## src/rtl/status_color_seq.sv

```systemverilog
// Status-colour sequencer for the ws2812b GRB input: breathing colour in idle/done,
// solid colour while the ESP32 holds its SPI-flash chip select low.
module status_color_seq #(
    parameter int          CLOCK_MHZ    = 27,
    parameter int          STEP_US      = 4000,
    parameter int          HOLD_MS      = 250,
    parameter logic [23:0] IDLE_COLOR   = 24'h001010,
    parameter logic [23:0] ACTIVE_COLOR = 24'h100010,
    parameter logic [23:0] DONE_COLOR   = 24'h100000
) (
    input  logic        clk,
    input  logic        rst,
    input  logic        esp_cs_n,
    output logic [23:0] color_out,
    output logic        color_update
);

    localparam int STEP_CYCLES = CLOCK_MHZ * STEP_US;
    localparam int HOLD_CYCLES = CLOCK_MHZ * 1000 * HOLD_MS;
    localparam int STEP_W      = (STEP_CYCLES > 1) ? $clog2(STEP_CYCLES) : 1;
    localparam int HOLD_W      = (HOLD_CYCLES > 1) ? $clog2(HOLD_CYCLES) : 1;
    localparam logic [STEP_W-1:0] STEP_LAST = STEP_W'(STEP_CYCLES - 1);
    localparam logic [HOLD_W-1:0] HOLD_LOAD = HOLD_W'(HOLD_CYCLES - 1);

    typedef enum logic [1:0] {
        ST_IDLE   = 2'd0,
        ST_ACTIVE = 2'd1,
        ST_DONE   = 2'd2
    } state_t;

    // 16-bit product, keep the upper byte: 0x10 at level 255 yields 0x0F
    function automatic logic [7:0] scale_chan(input logic [7:0] chan, input logic [7:0] lvl);
        logic [15:0] prod;
        prod = {8'd0, chan} * {8'd0, lvl};
        return prod[15:8];
    endfunction

    function automatic logic [23:0] scale_grb(input logic [23:0] grb, input logic [7:0] lvl);
        return {scale_chan(grb[23:16], lvl), scale_chan(grb[15:8], lvl), scale_chan(grb[7:0], lvl)};
    endfunction

    logic              cs_sync1_r;
    logic              cs_sync2_r;
    logic [STEP_W-1:0] step_cnt_r;
    logic [7:0]        level_r;
    logic              dir_down_r;
    state_t            state_r;
    logic [HOLD_W-1:0] hold_cnt_r;

    logic              cs_low_s;
    logic              step_tick_s;
    logic [STEP_W-1:0] step_cnt_nxt_s;
    logic [7:0]        level_nxt_s;
    logic              dir_down_nxt_s;
    state_t            state_nxt_s;
    logic [HOLD_W-1:0] hold_cnt_nxt_s;
    logic [23:0]       color_nxt_s;

    assign cs_low_s    = ~cs_sync2_r;
    assign step_tick_s = (step_cnt_r == STEP_LAST);

    // Prescaler and triangle-wave brightness level
    always_comb begin
        step_cnt_nxt_s = step_cnt_r + STEP_W'(1);
        level_nxt_s    = level_r;
        dir_down_nxt_s = dir_down_r;
        if (step_tick_s) begin
            step_cnt_nxt_s = {STEP_W{1'b0}};
            if (dir_down_r) begin
                level_nxt_s    = level_r - 8'd1;
                dir_down_nxt_s = (level_r != 8'd1);
            end else begin
                level_nxt_s    = level_r + 8'd1;
                dir_down_nxt_s = (level_r == 8'd254);
            end
        end else begin
            level_nxt_s    = level_r;
            dir_down_nxt_s = dir_down_r;
        end
    end

    // Status phase, hold timer and the colour that follows the next state
    always_comb begin
        state_nxt_s    = state_r;
        hold_cnt_nxt_s = hold_cnt_r;
        color_nxt_s    = 24'h000000;
        // Reloading in any state means a short CS pulse seen in IDLE/DONE still gets a full hold
        if (cs_low_s) begin
            hold_cnt_nxt_s = HOLD_LOAD;
        end else if ((state_r == ST_ACTIVE) && (hold_cnt_r != {HOLD_W{1'b0}})) begin
            hold_cnt_nxt_s = hold_cnt_r - HOLD_W'(1);
        end else begin
            hold_cnt_nxt_s = hold_cnt_r;
        end
        case (state_r)
            ST_IDLE:   state_nxt_s = cs_low_s ? ST_ACTIVE : ST_IDLE;
            ST_ACTIVE: state_nxt_s = (!cs_low_s && (hold_cnt_r == {HOLD_W{1'b0}})) ? ST_DONE : ST_ACTIVE;
            ST_DONE:   state_nxt_s = cs_low_s ? ST_ACTIVE : ST_DONE;
            default:   state_nxt_s = ST_IDLE;
        endcase
        case (state_nxt_s)
            ST_IDLE:   color_nxt_s = scale_grb(IDLE_COLOR, level_nxt_s);
            ST_ACTIVE: color_nxt_s = ACTIVE_COLOR;
            ST_DONE:   color_nxt_s = scale_grb(DONE_COLOR, level_nxt_s);
            default:   color_nxt_s = 24'h000000;
        endcase
    end

    // All state and the registered colour/strobe outputs
    always_ff @(posedge clk) begin
        if (rst) begin
            cs_sync1_r   <= 1'b1;
            cs_sync2_r   <= 1'b1;
            step_cnt_r   <= {STEP_W{1'b0}};
            level_r      <= 8'd0;
            dir_down_r   <= 1'b0;
            state_r      <= ST_IDLE;
            hold_cnt_r   <= {HOLD_W{1'b0}};
            color_out    <= 24'h000000;
            color_update <= 1'b0;
        end else begin
            cs_sync1_r   <= esp_cs_n;
            cs_sync2_r   <= cs_sync1_r;
            step_cnt_r   <= step_cnt_nxt_s;
            level_r      <= level_nxt_s;
            dir_down_r   <= dir_down_nxt_s;
            state_r      <= state_nxt_s;
            hold_cnt_r   <= hold_cnt_nxt_s;
            color_out    <= color_nxt_s;
            color_update <= (color_nxt_s != color_out);
        end
    end

endmodule
```

## config.mk

```make
export PLATFORM = sky130hd
export DESIGN_NAME = status_color_seq
export DESIGN_NICKNAME = d
export VERILOG_FILES = /design/src/rtl/status_color_seq.sv
export SDC_FILE = /design/constraint.sdc
export NUM_CORES = 1
export LEC_CHECK = 0
export CORE_ASPECT_RATIO = 1.4
export CORE_MARGIN = 2
export CORE_UTILIZATION = 35
export DETAILED_ROUTE_END_ITERATION = 12
export HOLD_SLACK_MARGIN = 0.06
export PLACE_DENSITY_LB_ADDON = 0.05
export SYNTH_ARGS = -nofsm -noshare
export SYNTH_HDL_FRONTEND = slang
export SYNTH_SLANG_ARGS = --single-unit
```

## constraint.sdc

```tcl
create_clock -name clk -period 4.38 [get_ports clk]
set_clock_uncertainty 0.15 [all_clocks]
set_input_delay 0.876 -clock clk [delete_from_list [all_inputs] [get_ports clk]]
set_output_delay 0.876 -clock clk [all_outputs]
set_load 0.02 [all_outputs]
```

* Word level (Yosys, flattened, before mapping)
Index checks and enable logic that the tools add are counted.
** Storage, ports and cells
- Memories :: 0
- Memory bits (writable) :: 0
- Bits in read-only memories :: 0
- Latch bits :: 0
- Output and inout bits :: 25
- Flip-flop bits (word level) :: 78
** Operators by class
- Magnitude comparators :: 0
- $add $sub $neg :: 4
- Bitwise logic cells :: 1
- Reduce and logical (&&, ||, !) cells :: 8
- Mux-type cells :: 10
- Eq/ne operators :: 9
- Shift-type cells :: 0
- Multipliers :: 0
- Divide/modulo/power cells :: 0
** Operator list (number)
- one-hot mux 21 bit (3 select lines) :: 1
- two-way mux 23 bit :: 2
- != test 24 bit :: 1
- logical NOT 23 bit :: 1
- nonzero test 23 bit :: 1
- subtractor 23 x 1 -> 23 bit, second input constant :: 1
- adder 17 x 1 -> 17 bit, second input constant :: 1
- equality test 17 bit, second input constant :: 1
- two-way mux 8 bit :: 2
- adder 8 x 1 -> 8 bit, second input constant :: 1
- equality test 8 bit, second input constant :: 1
- != test 8 x 1 -> 1 bit, second input constant :: 1
- subtractor 8 x 1 -> 8 bit, second input constant :: 1
- one-hot mux 2 bit (3 select lines) :: 1
- equality test 2 x 1 -> 1 bit, second input constant :: 2
- equality test 2 bit, second input constant :: 2
- logical NOT 2 bit :: 2
- two-way mux 2 bit :: 2
- OR reduction 2 bit :: 2
- logical AND 1 bit :: 2
- two-way mux 1 bit :: 2
- != test 2 x 1 -> 1 bit, second input constant :: 1
- inverter 1 bit :: 1

* Longest topological paths before layout
Gate-level depths: netlist (run 1).
- Word-level depth :: 7
- Gate-level depth with buffers :: 10

* Least setup slack after synthesis (run 1)
OpenSTA, ideal clock, no wires.
- Path kind :: reg2reg
- Start point :: register level_r[5]
- End point :: register color_update
- Period minus slack after synthesis :: 2.407 ns
- Data required time :: 4.092 ns
- Cell stages (with the launch flop) :: 9
- Buffers on the path :: 1
- Setup slack :: 1.973 ns
- Setup time :: 0.138 ns
- Data arrival time :: 2.119 ns
- Cell sequence :: dfxtp_1 -> buf_2 -> or4_1 -> o22a_1 -> or3_1 -> and2_1 -> nand3b_1 -> a31oi_1 -> a41oi_1
** On the way
- Cells in the longest elaborated chain, start to end :: 5
- Elaborated cells on any way between the ends :: 6
- Those cells by class :: add/sub: 2; eq/ne: 1; mux: 3
** Ends and longest elaborated chain
- start, declared :: RTL line 45 : logic [7:0] level_r;
- start signal, assigned :: RTL line 125 : level_r <= level_nxt_s;
- adder 8 x 1 -> 8 bit or subtractor 8 x 1 -> 8 bit (tied branches) :: RTL line 73, 70
- two-way mux 8 bit :: RTL line 69 : if (dir_down_r) begin
- two-way mux 8 bit (*) :: RTL line 67 : if (step_tick_s) begin
- one-hot mux 21 bit (3 select lines) (*) :: RTL line 101 : case (state_nxt_s)
- != test 24 bit (*) :: RTL line 130 : color_update <= (color_nxt_s != color_out);
- end signal, assigned :: RTL line 130
- end, declared :: RTL line 15 : output logic color_update
Mark *: on every way between the ends. The rest lies on a longest branch, timed or not.
A chain may end at the register's enable or synchronous reset.

* Final worst setup path (run 1)
- Start point :: register step_cnt_r[8]
- End point :: register color_update
** On the way
- Cells in the longest elaborated chain, start to end :: 4
** Ends and longest elaborated chain
- start, declared :: RTL line 44 : logic [STEP_W-1:0] step_cnt_r;
- start signal, assigned :: RTL line 114 : step_cnt_r <= {STEP_W{1'b0}};
- start signal, assigned :: RTL line 124 : step_cnt_r <= step_cnt_nxt_s;
- equality test 17 bit :: RTL line 60 : assign step_tick_s = (step_cnt_r == STEP_LAST);
- two-way mux 8 bit :: RTL line 67
- one-hot mux 21 bit (3 select lines) :: RTL line 101
- != test 24 bit :: RTL line 130
Every way passes these cells.

==> flow_summary.yaml, run 1 <==
outcome:
  run_status: "completed"
floorplan:
  core_region_area_um2: 9080
  die_area_um2: 10200
  die_w_um: 85.9
  die_h_um: 119
  start_util: 0.362
  row_count: 41
  io-pin-count: 28
worst_setup_path:
  reg2reg_slack_ns: 1.38
  timing.critical_path.fanout_max: 14
  setup.worst_path.start_class: "flip-flop"
  worst-r2r-cell-count: 7
  worst_r2r_endpoint: "color_update"
  critPathLaunch: "step_cnt_r[8]"
  r2r-start: "step_cnt_r[8]"
  criticalPathCategory: "flip-flop to flip-flop"
  worst_ep_required_time_ns: 4.42
  crit_path_capture_type: "flip-flop"
  worst_setup_path_endpoint: "color_update"
  crit_path_dat_ns: 3.05
routing:
  drt.antenna.violating_nets: 0
  detail_route.first_pass.iterations: 4
  wl_per_cell_um: 14.0
  drt-initial-drc-count: 80
  drt_drc_violations_left: 0
  viasPerCell: 5.17
  detail_route.wirelength_mm: 7.05
  overall_via_count_from_detail_route: 2596
power_and_ir_drop:
  power.share.combinational: 0.086
  power.switching_fraction: 0.231
  power.net_switching_w: 0.000340
  vdd.ir_drop.worst_uv: 174
  seq_power_share: 0.419
  power_density_nw_per_um2: 390
  cellLeakagePower_nw: 1.34
  internal_power_w: 0.00113
  clkPwrFrac: 0.495
cells_and_area:
  layoutNonFillerInstCount: 502
  nets: 400
  syn2layout_area_growth_pct: 15.0
  layout-drive-gt1-share: 0.0734
  n_diodes: 0
  layout.core_utilization: 0.416
  layout_commonest_cell: "dfxtp_1"
  final_cell_mix: "dfxtp_1, nor2_1, xnor2_1"
clock_tree:
  cts_inserted_buffers: 9
  clock_transition_time_at_the_flip_flop_clock_pins_of_the_worst_setup_and_hold_paths_ns: 0.05
  cts_hold_buf: 0
  tritoncts: "built"
  clockRootBuffer: "clkbuf_16"
  postCtsResizedCells: 0
  clk-insertion-delay-late_ns: 0.33
  clock_tree.htree_level_count: 3
  post_cts_buffers: 0
  cts_buffer_depth: 2
  cts.sink_count: 63
sta:
  setup-violations-final: 0
  setup_tns_ns: 0
  finalHoldViolCount: 0
  fin_crit_sh: 0.686
  timing.max_slew.rel_slack: 0.364
  slew_viol_final: 0
  finalCriticalPeriod_ns: 3.00
  worst_slew_pin_slew_ns: 0.949
  finalWorstSetupSlack_ns: 1.38
  hold_ws_ns: 0.257
  rsz0062_at_grt: "false"
  achievable-frequency_mhz: 333
logic_synthesis:
  ys_types: 59
  post_synth_inst_count: 381
  synth-warning-count: 0
  number_of_synthesized_flops_with_an_enable_pin: 0
  synth.yosys.seq_area_share: 0.384
  yosysTopAreaCell: "dfxtp_1"
  synth-main-ff-cell: "dfxtp_1"
  async_reset_ff_frac: 0
  synth_largest_type_area_fraction: 0.384
  synth.ff_latch_count: 63
  post_synth_main_area_contributors: "dfxtp_1, xnor2_1, nor2_1"
  synth.avg_cell_area_um2: 8.63
  mappedNetlistArea_um2: 3290
grt:
  globalRouteTotalUtil: 0.151
  grt_overflow: 0
  grt_pass1_wl_mm: 12.1
  grt_pass1_vias: 2500
  grt_antenna_before_repair: 0
  grt_start_max_net_pins: 41
placed_design:
  dp.cells: 486
  place_hpwl_mm: 5.06
  place.port_buffers: 17
  gp_congestion: 0.761
  post-place-ws_ns: 1.35
job:
  drv_cap: 0
hold_path:
  worstHoldPathType: "flip-flop to flip-flop"
## Yosys cell counts, drive strengths merged, types with 3 or more instances
master,number
dfxtp,63
nor2,49
a21oi,26
xnor2,26
buf,18
xor2,18
nand2,15
nor3,15
nand3,13
nand4,13
clkbuf,12
inv,12
o21ai,9
a31oi,8
ha,7
nand2b,6
nor4,6
or3,6
nor2b,5
or2,4
and4b,3
o41ai,3
or4,3
## worst min-delay path by stage
| stage | slack, ns | end | cells past startpoint | start |
|---|---|---|---|---|
| floorplan | 0.24 | cs_sync2_r | 1 | cs_sync1_r |
| global placement | 0.24 | cs_sync2_r | 1 | cs_sync1_r |
| detailed placement | 0.25 | cs_sync2_r | 1 | cs_sync1_r |
| CTS | 0.26 | cs_sync2_r | 1 | cs_sync1_r |
| global route | 0.27 | cs_sync2_r | 1 | cs_sync1_r |
| finish | 0.26 | cs_sync2_r | 1 | cs_sync1_r |
## kinds of logic (layout without fill, tap and decap cells)
kind of cell    Yosys count  in the layout  synth area share
compound gates           63             63             0.122
xor+xnor                 46             46             0.131
fa+ha+maj                 7              7            0.0266
buf+inv                  42             47            0.0658
flops                    63             63             0.384
mux                       3              3           0.00951
other cells               1             10           0.00114
simple gates            156            156             0.261
## metrics by stage
| step | power [W] | instance area [um^2] |
|---|---|---|
| after global routing | 0.00154 | 3780 |
| after detailed placement | 0.000757 | 3470 |
| after global placement | 0.000755 | 3470 |
| after CTS | 0.00150 | 3780 |
| final | 0.00147 | 3780 |
| after floorplan | 0.000733 | 3320 |
## critical path, cell delays in order (launching register included)
cell and delay [ns]:
dfxtp_1 0.41, nor4b_1 0.42, nand4_1 0.57, nor4_1 0.45, a31oi_1 0.08, or4b_1 0.53
o311ai_0 0.11, a41oi_1 0.15
## layer usage
metal  track usage  up-vias  share of wire  wire (um)
met1         0.179     1209           0.46       3210
met3        0.0363       17          0.026        180
met4        0.0774        0          0.031        217
met5             0        -              0          0
met2         0.248       23           0.49       3440
li1              -     1347              -          -
## power groups by stage
stage / sequential, W / combinational (W) / clock (W)
6_report: 0.000618 / 0.000127 / 0.000729
5_1_grt: 0.000620 / 0.000144 / 0.000775
4_1_cts: 0.000617 / 0.000129 / 0.000749
3_5_place_dp: 0.000629 / 0.000128 / 0
3_3_place_gp: 0.000629 / 0.000126 / 0
2_1_floorplan: 0.000627 / 0.000106 / 0
## state kept, by name, indices dropped and copies added (netlist names), 2 cells and up
name	cells
hold_cnt_r	23
step_cnt_r	17
color_out	9
level_r	8
state_r	2
## layout make-up
class | instances | area (um^2)
fillers | 937 | 5300
multi-input cells | 285 | 1840
flip-flops and latches | 63 | 1260
clock buffers | 13 | 270
repair buffers | 19 | 185
well taps | 107 | 134
inverters | 12 | 45.0
clock inverters | 3 | 40.0
Power figures use the tool's default switching activity.
==> run 2: changes to the inputs <==
Clock period 4.38 ns to 2.6 ns, I/O delays scaled along.
==> flow_summary.yaml, run 2 (same netlist as run 1, synthesis figures left out) <==
outcome:
  run_status: "completed"
sta:
  finalHoldViolCount: 0
  worst_slew_pin_slew_ns: 0.749
  finalCriticalPeriod_ns: 2.48
  timing.max_slew.rel_slack: 0.494
  fin_crit_sh: 0.956
  slew_viol_final: 0
  achievable-frequency_mhz: 402
  setup-violations-final: 0
  setup_tns_ns: 0
routing:
  detail_route.wirelength_mm: 7.62
  drt-initial-drc-count: 37
  viasPerCell: 5.08
  drt.antenna.violating_nets: 0
  overall_via_count_from_detail_route: 2723
  detail_route.first_pass.iterations: 4
  drt_drc_violations_left: 0
  wl_per_cell_um: 14.2
power_and_ir_drop:
  power.share.combinational: 0.108
  power.switching_fraction: 0.228
  seq_power_share: 0.392
  report.power.total_w: 0.00265
  cellLeakagePower_nw: 1.54
  internal_power_w: 0.00205
  clkPwrFrac: 0.500
  vdd.ir_drop.worst_uv: 350
  power_density_nw_per_um2: 637
  power.net_switching_w: 0.000604
grt:
  grt_antenna_before_repair: 0
  grt_pass1_wl_mm: 12.7
  global_route.usage.met1: 0.181
  globalRouteTotalUtil: 0.159
  grt_overflow: 0
  fraction_of_met3_tracks_used_by_global_routing: 0.0412
  busiest_layer: "met2"
  grt_pass1_vias: 2713
  grt_start_max_net_pins: 20
  use_met2: 0.268
hold_path:
  min_from: "cs_sync1_r"
  worstHoldPathType: "flip-flop to flip-flop"
cells_and_area:
  finalInstanceArea_um2: 4170
  layout-drive-gt1-share: 0.182
  largestRegisters: "hold_cnt_r: 23 flops, step_cnt_r: 17 flops, color_out: 9 flops"
  layout_commonest_cell: "dfxtp_1"
  final_cell_mix: "dfxtp_1, nor2_1, buf_4"
  max_ffs_per_register: 23
  nets: 435
  largest-register: "hold_cnt_r"
  n_diodes: 0
  layoutNonFillerInstCount: 536
  syn2layout_area_growth_pct: 26.7
clock_tree:
  clockRootBuffer: "clkbuf_16"
  clock_tree.htree_level_count: 3
  cts_buffer_depth: 2
  tritoncts: "built"
  clock_transition_time_at_the_flip_flop_clock_pins_of_the_worst_setup_and_hold_paths_ns: 0.05
  cts.sink_count: 63
  cts_inserted_buffers: 9
  clk-insertion-delay-late_ns: 0.32
worst_setup_path:
  crit_path_dat_ns: 2.54
  timing.critical_path.fanout_max: 4
  critPathLaunch: "hold_cnt_r[0]"
  r2r-start: "hold_cnt_r[0]"
  criticalPathCategory: "flip-flop to flip-flop"
  worst_ep_required_time_ns: 2.65
  setup.worst_path.start_class: "flip-flop"
  crit_path_capture_type: "flip-flop"
floorplan:
  die_w_um: 85.9
  io-pin-count: 28
  die_h_um: 119
  die_area_um2: 10200
  start_util: 0.362
  core_region_area_um2: 9080
  row_count: 41
placed_design:
  place.port_buffers: 17
  placedInstanceArea_um2: 3710
  place_hpwl_mm: 5.68
  dp.cells: 518
  gp_congestion: 0.767
job:
  drv_cap: 0
-- run 2: final cells by class --
class | count | area [um^2]
clock buffers | 12 | 267
clock inverters | 3 | 65.1
fillers | 908 | 4910
inverters | 12 | 45.0
multi-input cells | 285 | 1940
flip-flops and latches | 63 | 1260
well taps | 107 | 134
repair buffers | 54 | 448
-- run 2: repair_timing --
item / in CTS / in global routing
gates resized for setup: 0 / 18
endpoints found under the setup margin: 0 / 10
hold buffers: 0 / 0
setup buffers: 0 / 3
-- run 2: through the flow --
stage          setup slack [ns]  hold WS (ns)   util
4_1_cts                  0.0204         0.257  0.445
5_1_grt                 -0.0305         0.297  0.459
3_3_place_gp             0.0626         0.254  0.409
6_report                  0.115         0.256  0.459
2_1_floorplan             0.193         0.239      -
3_5_place_dp             0.0290         0.244  0.409
-- run 2: worst max-delay path: stages, from the launching register on --
cell	delay (ns)
dfxtp_1	0.40
inv_1	0.10
ha_1	0.19
nor2b_1	0.12
and4b_2	0.30
a2111oi_4	0.39
buf_4	0.17
nand3_1	0.13
o41ai_1	0.29
a31oi_1	0.12
-- run 2: final timing paths --
| check | endpoint | slack, ns | cells after the start |
|---|---|---|---|
| setup / recovery | hold_cnt_r[15] | 0.12 | 9 |
| hold reg to reg | cs_sync2_r | 0.26 | 1 |
| hold / removal | cs_sync2_r | 0.26 | 1 |
| setup reg to reg | hold_cnt_r[15] | 0.12 | 9 |
-- run 2: power groups by stage --
stage | clock network [W] | logic [W] | registers, W
global placement | 0 | 0.000260 | 0.00106
finish | 0.00133 | 0.000286 | 0.00104
CTS | 0.00137 | 0.000264 | 0.00104
floorplan | 0 | 0.000179 | 0.00106
detailed placement | 0 | 0.000263 | 0.00106
global route | 0.00140 | 0.000318 | 0.00105
-- run 2: routing by layer --
metal	vias up	part of all wire
met2	37	0.52
met3	13	0.030
met5	-	0
met4	0	0.024
met1	1263	0.42
li1	1410	-
